`src/rtl/dmem_port_if.sv`:
```
// Request/response port between one data-memory client (CPU or DMA) and the arbiter.
interface dmem_port_if #(
    parameter int unsigned ADDRESS_WIDTH = 32,
    parameter int unsigned DATA_WIDTH    = 32
) ();
    logic                     valid;
    logic                     ready;
    logic                     WE;
    logic [1:0]               dataType;
    logic [ADDRESS_WIDTH-1:0] A;
    logic [DATA_WIDTH-1:0]    WD;
    logic                     rvalid;
    logic [DATA_WIDTH-1:0]    RD;
    logic                     err;

    modport master (
        output valid, WE, dataType, A, WD,
        input  ready, rvalid, RD, err
    );

    modport slave (
        input  valid, WE, dataType, A, WD,
        output ready, rvalid, RD, err
    );
endinterface

```
`src/rtl/dmem_arbiter.sv`:
```
// Two-port round-robin arbiter in front of a single data RAM.
// Each transaction takes IDLE -> ACCESS -> RESP, one transaction per three cycles.
module dmem_arbiter #(
    parameter int unsigned ADDRESS_WIDTH = 32,
    parameter int unsigned DATA_WIDTH    = 32
) (
    input  logic                     clk,
    input  logic                     rst,
    dmem_port_if.slave               p0,
    dmem_port_if.slave               p1,
    output logic                     ram_WE,
    output logic [1:0]               ram_dataType,
    output logic [ADDRESS_WIDTH-1:0] ram_A,
    output logic [DATA_WIDTH-1:0]    ram_WD,
    input  logic [DATA_WIDTH-1:0]    ram_RD
);

    localparam logic [1:0] DT_WORD = 2'b00;
    localparam logic [1:0] DT_HALF = 2'b01;
    localparam logic [1:0] DT_BYTE = 2'b10;

    typedef enum logic [1:0] {
        IDLE   = 2'b00,
        ACCESS = 2'b01,
        RESP   = 2'b10
    } state_t;

    typedef struct packed {
        logic                     owner;
        logic                     we;
        logic [1:0]               dtype;
        logic [ADDRESS_WIDTH-1:0] addr;
        logic [DATA_WIDTH-1:0]    wdata;
    } req_t;

    state_t                  state_q;
    logic                    ptr_q;
    req_t                    req_q;
    req_t                    req_d;
    logic [DATA_WIDTH-1:0]   resp_rd_q;
    logic                    resp_err_q;

    logic                    gnt0_c;
    logic                    gnt1_c;
    logic                    idle_c;
    logic                    accept_c;
    logic                    err_c;
    logic                    in_access_c;
    logic                    in_resp_c;
    logic                    rv0_c;
    logic                    rv1_c;

    // Grant: a lone requester wins, otherwise the priority pointer decides.
    always_comb begin
        gnt1_c   = p1.valid && (!p0.valid || ptr_q);
        gnt0_c   = p0.valid && !gnt1_c;
        idle_c   = (state_q == IDLE) && !rst;
        accept_c = idle_c && (p0.valid || p1.valid);
        p0.ready = idle_c && gnt0_c;
        p1.ready = idle_c && gnt1_c;
    end

    // Payload of the granted port, captured on accept.
    always_comb begin
        req_d.owner = gnt1_c;
        if (gnt1_c) begin
            req_d.we    = p1.WE;
            req_d.dtype = p1.dataType;
            req_d.addr  = p1.A;
            req_d.wdata = p1.WD;
        end else begin
            req_d.we    = p0.WE;
            req_d.dtype = p0.dataType;
            req_d.addr  = p0.A;
            req_d.wdata = p0.WD;
        end
    end

    // Alignment / reserved-size check on the latched request.
    always_comb begin
        err_c = 1'b1;
        case (req_q.dtype)
            DT_WORD: err_c = (req_q.addr[1:0] != 2'b00);
            DT_HALF: err_c = req_q.addr[0];
            DT_BYTE: err_c = 1'b0;
            default: err_c = 1'b1;
        endcase
    end

    always_ff @(posedge clk) begin
        if (rst) begin
            state_q    <= IDLE;
            ptr_q      <= 1'b0;
            req_q      <= '0;
            resp_rd_q  <= '0;
            resp_err_q <= 1'b0;
        end else begin
            unique case (state_q)
                IDLE: begin
                    if (accept_c) begin
                        req_q   <= req_d;
                        ptr_q   <= ~ptr_q;
                        state_q <= ACCESS;
                    end
                end
                ACCESS: begin
                    resp_rd_q  <= (req_q.we || err_c) ? '0 : ram_RD;
                    resp_err_q <= err_c;
                    state_q    <= RESP;
                end
                RESP: begin
                    state_q <= IDLE;
                end
                default: begin
                    state_q <= IDLE;
                end
            endcase
        end
    end

    // RAM side is driven only during ACCESS and is silenced by reset immediately.
    always_comb begin
        in_access_c  = (state_q == ACCESS) && !rst;
        ram_WE       = in_access_c && req_q.we && !err_c;
        ram_dataType = in_access_c ? req_q.dtype : 2'b00;
        ram_A        = in_access_c ? req_q.addr  : '0;
        ram_WD       = in_access_c ? req_q.wdata : '0;
    end

    // Response goes only to the owner; the other port sees all zeros.
    always_comb begin
        in_resp_c = (state_q == RESP) && !rst;
        rv0_c     = in_resp_c && !req_q.owner;
        rv1_c     = in_resp_c && req_q.owner;
        p0.rvalid = rv0_c;
        p1.rvalid = rv1_c;
        p0.RD     = rv0_c ? resp_rd_q : '0;
        p1.RD     = rv1_c ? resp_rd_q : '0;
        p0.err    = rv0_c && resp_err_q;
        p1.err    = rv1_c && resp_err_q;
    end

endmodule

```
`src/flat_wrapper.sv`:
```
// flat-port wrapper written by rule: the top's interface ports become plain ports
module dmem_arbiter_flat 
#(
    parameter int unsigned ADDRESS_WIDTH = 32,
    parameter int unsigned DATA_WIDTH    = 32
)
  (clk, rst, ram_WE, ram_dataType, ram_A, ram_WD, ram_RD, p0_valid, p0_WE, p0_dataType, p0_A, p0_WD, p0_ready, p0_rvalid, p0_RD, p0_err, p1_valid, p1_WE, p1_dataType, p1_A, p1_WD, p1_ready, p1_rvalid, p1_RD, p1_err);
  dmem_port_if #(.ADDRESS_WIDTH(ADDRESS_WIDTH), .DATA_WIDTH(DATA_WIDTH)) p0_i ();
  dmem_port_if #(.ADDRESS_WIDTH(ADDRESS_WIDTH), .DATA_WIDTH(DATA_WIDTH)) p1_i ();
  input  logic clk;
  input  logic rst;
  output logic ram_WE;
  output logic [1:0] ram_dataType;
  output logic [ADDRESS_WIDTH-1:0] ram_A;
  output logic [DATA_WIDTH-1:0] ram_WD;
  input  logic [DATA_WIDTH-1:0] ram_RD;
  input wire logic [$bits(p0_i.valid)-1:0] p0_valid;
  input wire logic [$bits(p0_i.WE)-1:0] p0_WE;
  input wire logic [$bits(p0_i.dataType)-1:0] p0_dataType;
  input wire logic [$bits(p0_i.A)-1:0] p0_A;
  input wire logic [$bits(p0_i.WD)-1:0] p0_WD;
  output wire logic [$bits(p0_i.ready)-1:0] p0_ready;
  output wire logic [$bits(p0_i.rvalid)-1:0] p0_rvalid;
  output wire logic [$bits(p0_i.RD)-1:0] p0_RD;
  output wire logic [$bits(p0_i.err)-1:0] p0_err;
  input wire logic [$bits(p1_i.valid)-1:0] p1_valid;
  input wire logic [$bits(p1_i.WE)-1:0] p1_WE;
  input wire logic [$bits(p1_i.dataType)-1:0] p1_dataType;
  input wire logic [$bits(p1_i.A)-1:0] p1_A;
  input wire logic [$bits(p1_i.WD)-1:0] p1_WD;
  output wire logic [$bits(p1_i.ready)-1:0] p1_ready;
  output wire logic [$bits(p1_i.rvalid)-1:0] p1_rvalid;
  output wire logic [$bits(p1_i.RD)-1:0] p1_RD;
  output wire logic [$bits(p1_i.err)-1:0] p1_err;
  assign p0_i.valid = p0_valid;
  assign p0_i.WE = p0_WE;
  assign p0_i.dataType = p0_dataType;
  assign p0_i.A = p0_A;
  assign p0_i.WD = p0_WD;
  assign p0_ready = p0_i.ready;
  assign p0_rvalid = p0_i.rvalid;
  assign p0_RD = p0_i.RD;
  assign p0_err = p0_i.err;
  assign p1_i.valid = p1_valid;
  assign p1_i.WE = p1_WE;
  assign p1_i.dataType = p1_dataType;
  assign p1_i.A = p1_A;
  assign p1_i.WD = p1_WD;
  assign p1_ready = p1_i.ready;
  assign p1_rvalid = p1_i.rvalid;
  assign p1_RD = p1_i.RD;
  assign p1_err = p1_i.err;
  dmem_arbiter #(.ADDRESS_WIDTH(ADDRESS_WIDTH), .DATA_WIDTH(DATA_WIDTH)) u_core (.clk(clk), .rst(rst), .p0(p0_i), .p1(p1_i), .ram_WE(ram_WE), .ram_dataType(ram_dataType), .ram_A(ram_A), .ram_WD(ram_WD), .ram_RD(ram_RD));
endmodule
```
`config.mk`:
```
export PLATFORM = sky130hd
export DESIGN_NAME = dmem_arbiter_flat
export DESIGN_NICKNAME = d
export VERILOG_FILES = /design/src/rtl/dmem_port_if.sv /design/src/rtl/dmem_arbiter.sv /design/src/flat_wrapper.sv
export SDC_FILE = /design/constraint.sdc
export NUM_CORES = 1
export LEC_CHECK = 0
export ABC_AREA = 1
export CORE_AREA = 8 8 131 133
export CTS_CLUSTER_DIAMETER = 100
export DETAILED_ROUTE_END_ITERATION = 10
export DIE_AREA = 0 0 139 141
export GPL_TIMING_DRIVEN = 0
export HOLD_SLACK_MARGIN = 0.05
export PLACE_DENSITY_LB_ADDON = 0.25
export REMOVE_ABC_BUFFERS = 1
export SLEW_MARGIN = 40
export SYNTH_ARGS = -nofsm -noshare
export SYNTH_HDL_FRONTEND = slang
export SYNTH_SLANG_ARGS = --single-unit
```
`constraint.sdc`:
```
create_clock -name clk -period 2 [get_ports clk]
set_input_delay 0.6 -clock clk [delete_from_list [all_inputs] [get_ports clk]]
set_output_delay 0.6 -clock clk [all_outputs]
set_load 0.05 [all_outputs]
```
==> run summary <==
status - finished, violations left
failing checks - setup timing
Post-DRT Antenna Nets - 0
most used cell, CP - buf_6
row count - 45
full die area - 19600 um^2
Hold Fails Final Rpt - 0
vias in the first global route - 7866
sw frac - 34.6%
Worst Hold Class - register to register
area leader, netlist - dfxtp_1
CP cell instances - nor2_4, buf_6, buf_6, nand3_4, buf_4, buf_6, nor2_4, buf_8
clock-pin slew on the worst setup and hold paths - 0.08 ns
Sequential Power Share - 37.3%
P_int - 4.10 mW
min Tclk post-route - 2.45 ns
Clk network pwr share - 29.1%
RSZ-0062 raised after global routing - true
placed inst area - 9060 um^2
hold_sp - u_core.resp_rd_q[28]$_SDFFE_PP0N_
CP max FO - 5
period utilisation layout - 122%
htree depth - 3
r2r startpoint - u_core.state_q[0]$_SDFFE_PP0P_
Vias - 8268
yosys warns - 0
Initial DRC Count - 821
Slew HR - 63.8%
ant diodes - 0
Buffers on Ports - 306
largest net degree at the start of global routing - 71
core area - 15000 um^2
Lkg Pwr - 5.29 nW
Slew Viols, Final - 0
Critical-path top delay cell - dfxtp_4
cell count after synthesis - 1080
# nets final - 1577
setup_tns - -39.81 ns
sequential fraction of the synthesis area - 34.3%
Die H - 141 um
CTS tree - built
die width - 139 um
Worst EP arrival - 1.85 ns
gpl congestion - 0.837
switching pwr - 2.17 mW
Routed WL - 31.8 mm
Vias/cell - 5.17
Routed wire per std cell - 19.9 um
Worst path max stage delay - 0.38 ns
CP required - 1.40 ns
Ports - 307
Max-Cap Viols - 0
crit start category - register
Root Driver - clkbuf_16
share of layout cells above drive strength 1 - 28.3%
gr ovfl total - 0
#FFs+latches synth - 104
Yosys top cell area share - 34.3%
fill count - 974
Mean Syn Cell Area - 5.62 um^2
worst slack at placement - -2.01 ns
Clock Path Buffers - 2
worst setup margin - -0.449 ns
Post-Place Cells - 1503
commonest non-fill, non-tap cell in the layout - nand2_1
VDD IR-drop max - 472 uV
fmax - 408 MHz
initial core utilization - 40.5%
CP Class - register to primary output
synth top area cells - dfxtp_1 (34%), nand2_1 (19%), nor2_1 (19%)
drt first pass iters - 6
initial antenna violation count - 0
Least-Margin Pin Slew - 0.543 ns
crit path capture type - primary output
Cell Count, Final, Fillers Out - 1600
Comb pwr share - 33.5%
CP delay by family, top - buffers and inverters
Unique masters post-synth - 19
number of remaining DRC errors - 0
clock sink count - 104
design area - 12000 um^2
first-pass GRT wire length - 44.7 mm
final setup vio count - 137
worst reg-to-reg setup slack - 0.10 ns
commonest cells after routing, fill and taps aside - nand2_1 (303), nor2_1 (172), clkdlybuf4s50_1 (166)
Worst Path Buf+Inv - 5
pwr dens - 522 nW/um^2
CP Launch Point - u_core.state_q[0]$_SDFFE_PP0P_
clock latency on the worst-skew pair - 0.34 ns
Final HPWL DP - 15.4 mm
Max Clock Skew - 0.0100 ns
Hold-fix buffers, CTS - 0
Area Overhead vs Synth - 97.7%
Storage cell area - 2100 um^2
CTS buffer count - 9
Post-Synthesis Cell Area - 6070 um^2
Total GRT Usage - 28.8%
multi-input logic area - 4210 um^2
-- path summary, 6_finish.rpt --
check / depth (start not counted) / endpoint
max: 8 / p1_RD[3]
min reg2reg: 2 / u_core.resp_rd_q[28]$_SDFFE_PP0N_
min: 2 / u_core.resp_rd_q[28]$_SDFFE_PP0N_
max reg2reg: 11 / u_core.req_q[43]$_SDFFE_PP0P_
-- worst register-to-register path, cell delays in order, from the launching register on --
cell and delay (ns):
dfxtp_4 0.38, nor2_4 0.18, buf_6 0.13, buf_4 0.11, nand2_4 0.06, inv_2 0.07, buf_4 0.17, nand2_8 0.18
buf_16 0.26, nand2_1 0.13, nand2_1 0.05, nor2_1 0.11
-- metal layers --
layer | vias to the layer above | share of wire, % | track usage (%)
met2 | 548 | 49 | 51.4
li1 | 3848 | - | -
met1 | 3742 | 35 | 30.7
met4 | 0 | 4.9 | 12.2
met5 | - | 0 | 0
met3 | 130 | 11 | 9.62
-- state kept, by name, indices dropped and copies added, names as in the netlist --
name / count
u_core.req_q: 68
u_core.resp_rd_q: 32
u_core.ptr_q: 1
u_core.state_q: 2
u_core.resp_err_q: 1
-- metrics by stage --
stage / hold WS, ns / power [mW] / utilization [%]
2_1_floorplan: 0.439 / 3.18 / -
3_3_place_gp: 0.452 / 3.82 / 59.8
3_5_place_dp: 0.455 / 3.83 / 60.5
4_1_cts: 0.466 / 6.11 / 76.3
5_1_grt: 0.486 / 6.54 / 80.1
6_report: 0.470 / 6.27 / 80.1
-- synthesized netlist by cell type --
cell	n
a21oi_1	34
buf_1	4
buf_2	21
buf_4	11
buf_6	9
clkbuf_1	29
clkinv_1	2
dfxtp_1	104
inv_1	142
inv_2	2
nand2_1	312
nand2_2	2
nand3_1	102
nor2_1	301
nor2_2	1
nor2_4	1
nor3_1	1
o21ai_0	1
or2_1	1
-- layout make-up --
| type | count | area share (%) |
|---|---|---|
| Clock buffer | 11 | 2.02 |
| Clock inverter | 5 | 0.469 |
| Inverter | 146 | 4.95 |
| Multi-Input combinational cell | 764 | 35.1 |
| Sequential cell | 104 | 17.5 |
| Tap cell | 188 | 1.96 |
| Timing Repair Buffer | 372 | 36.5 |
| Timing Repair inverter | 10 | 1.58 |
-- power by group through the flow --
| stage | logic (mW) | registers, mW | clock network, mW |
|---|---|---|---|
| after floorplan | 0.836 | 2.34 | 0 |
| after global placement | 1.47 | 2.36 | 0 |
| after detailed placement | 1.47 | 2.36 | 0 |
| after CTS | 1.96 | 2.33 | 1.83 |
| after global routing | 2.26 | 2.35 | 1.92 |
| final | 2.10 | 2.34 | 1.82 |
-- kinds of logic (layout without fill, tap and decap cells) --
family	count (synthesis)	count (layout)	synth area share, %
simple gates	721	729	47.0
flops	104	104	34.3
buf+inv	220	544	15.8
compound gates	35	35	2.89
-- timing repair --
action | 4_1_cts | 5_1_grt
gates resized for setup | 1282 | 131
pin swaps | 13 | 20
buffers inserted | 50 | 15
cloned | 20 | 1
endpoints found under the setup margin | 238 | 172
(Power assumes the default switching activity.)
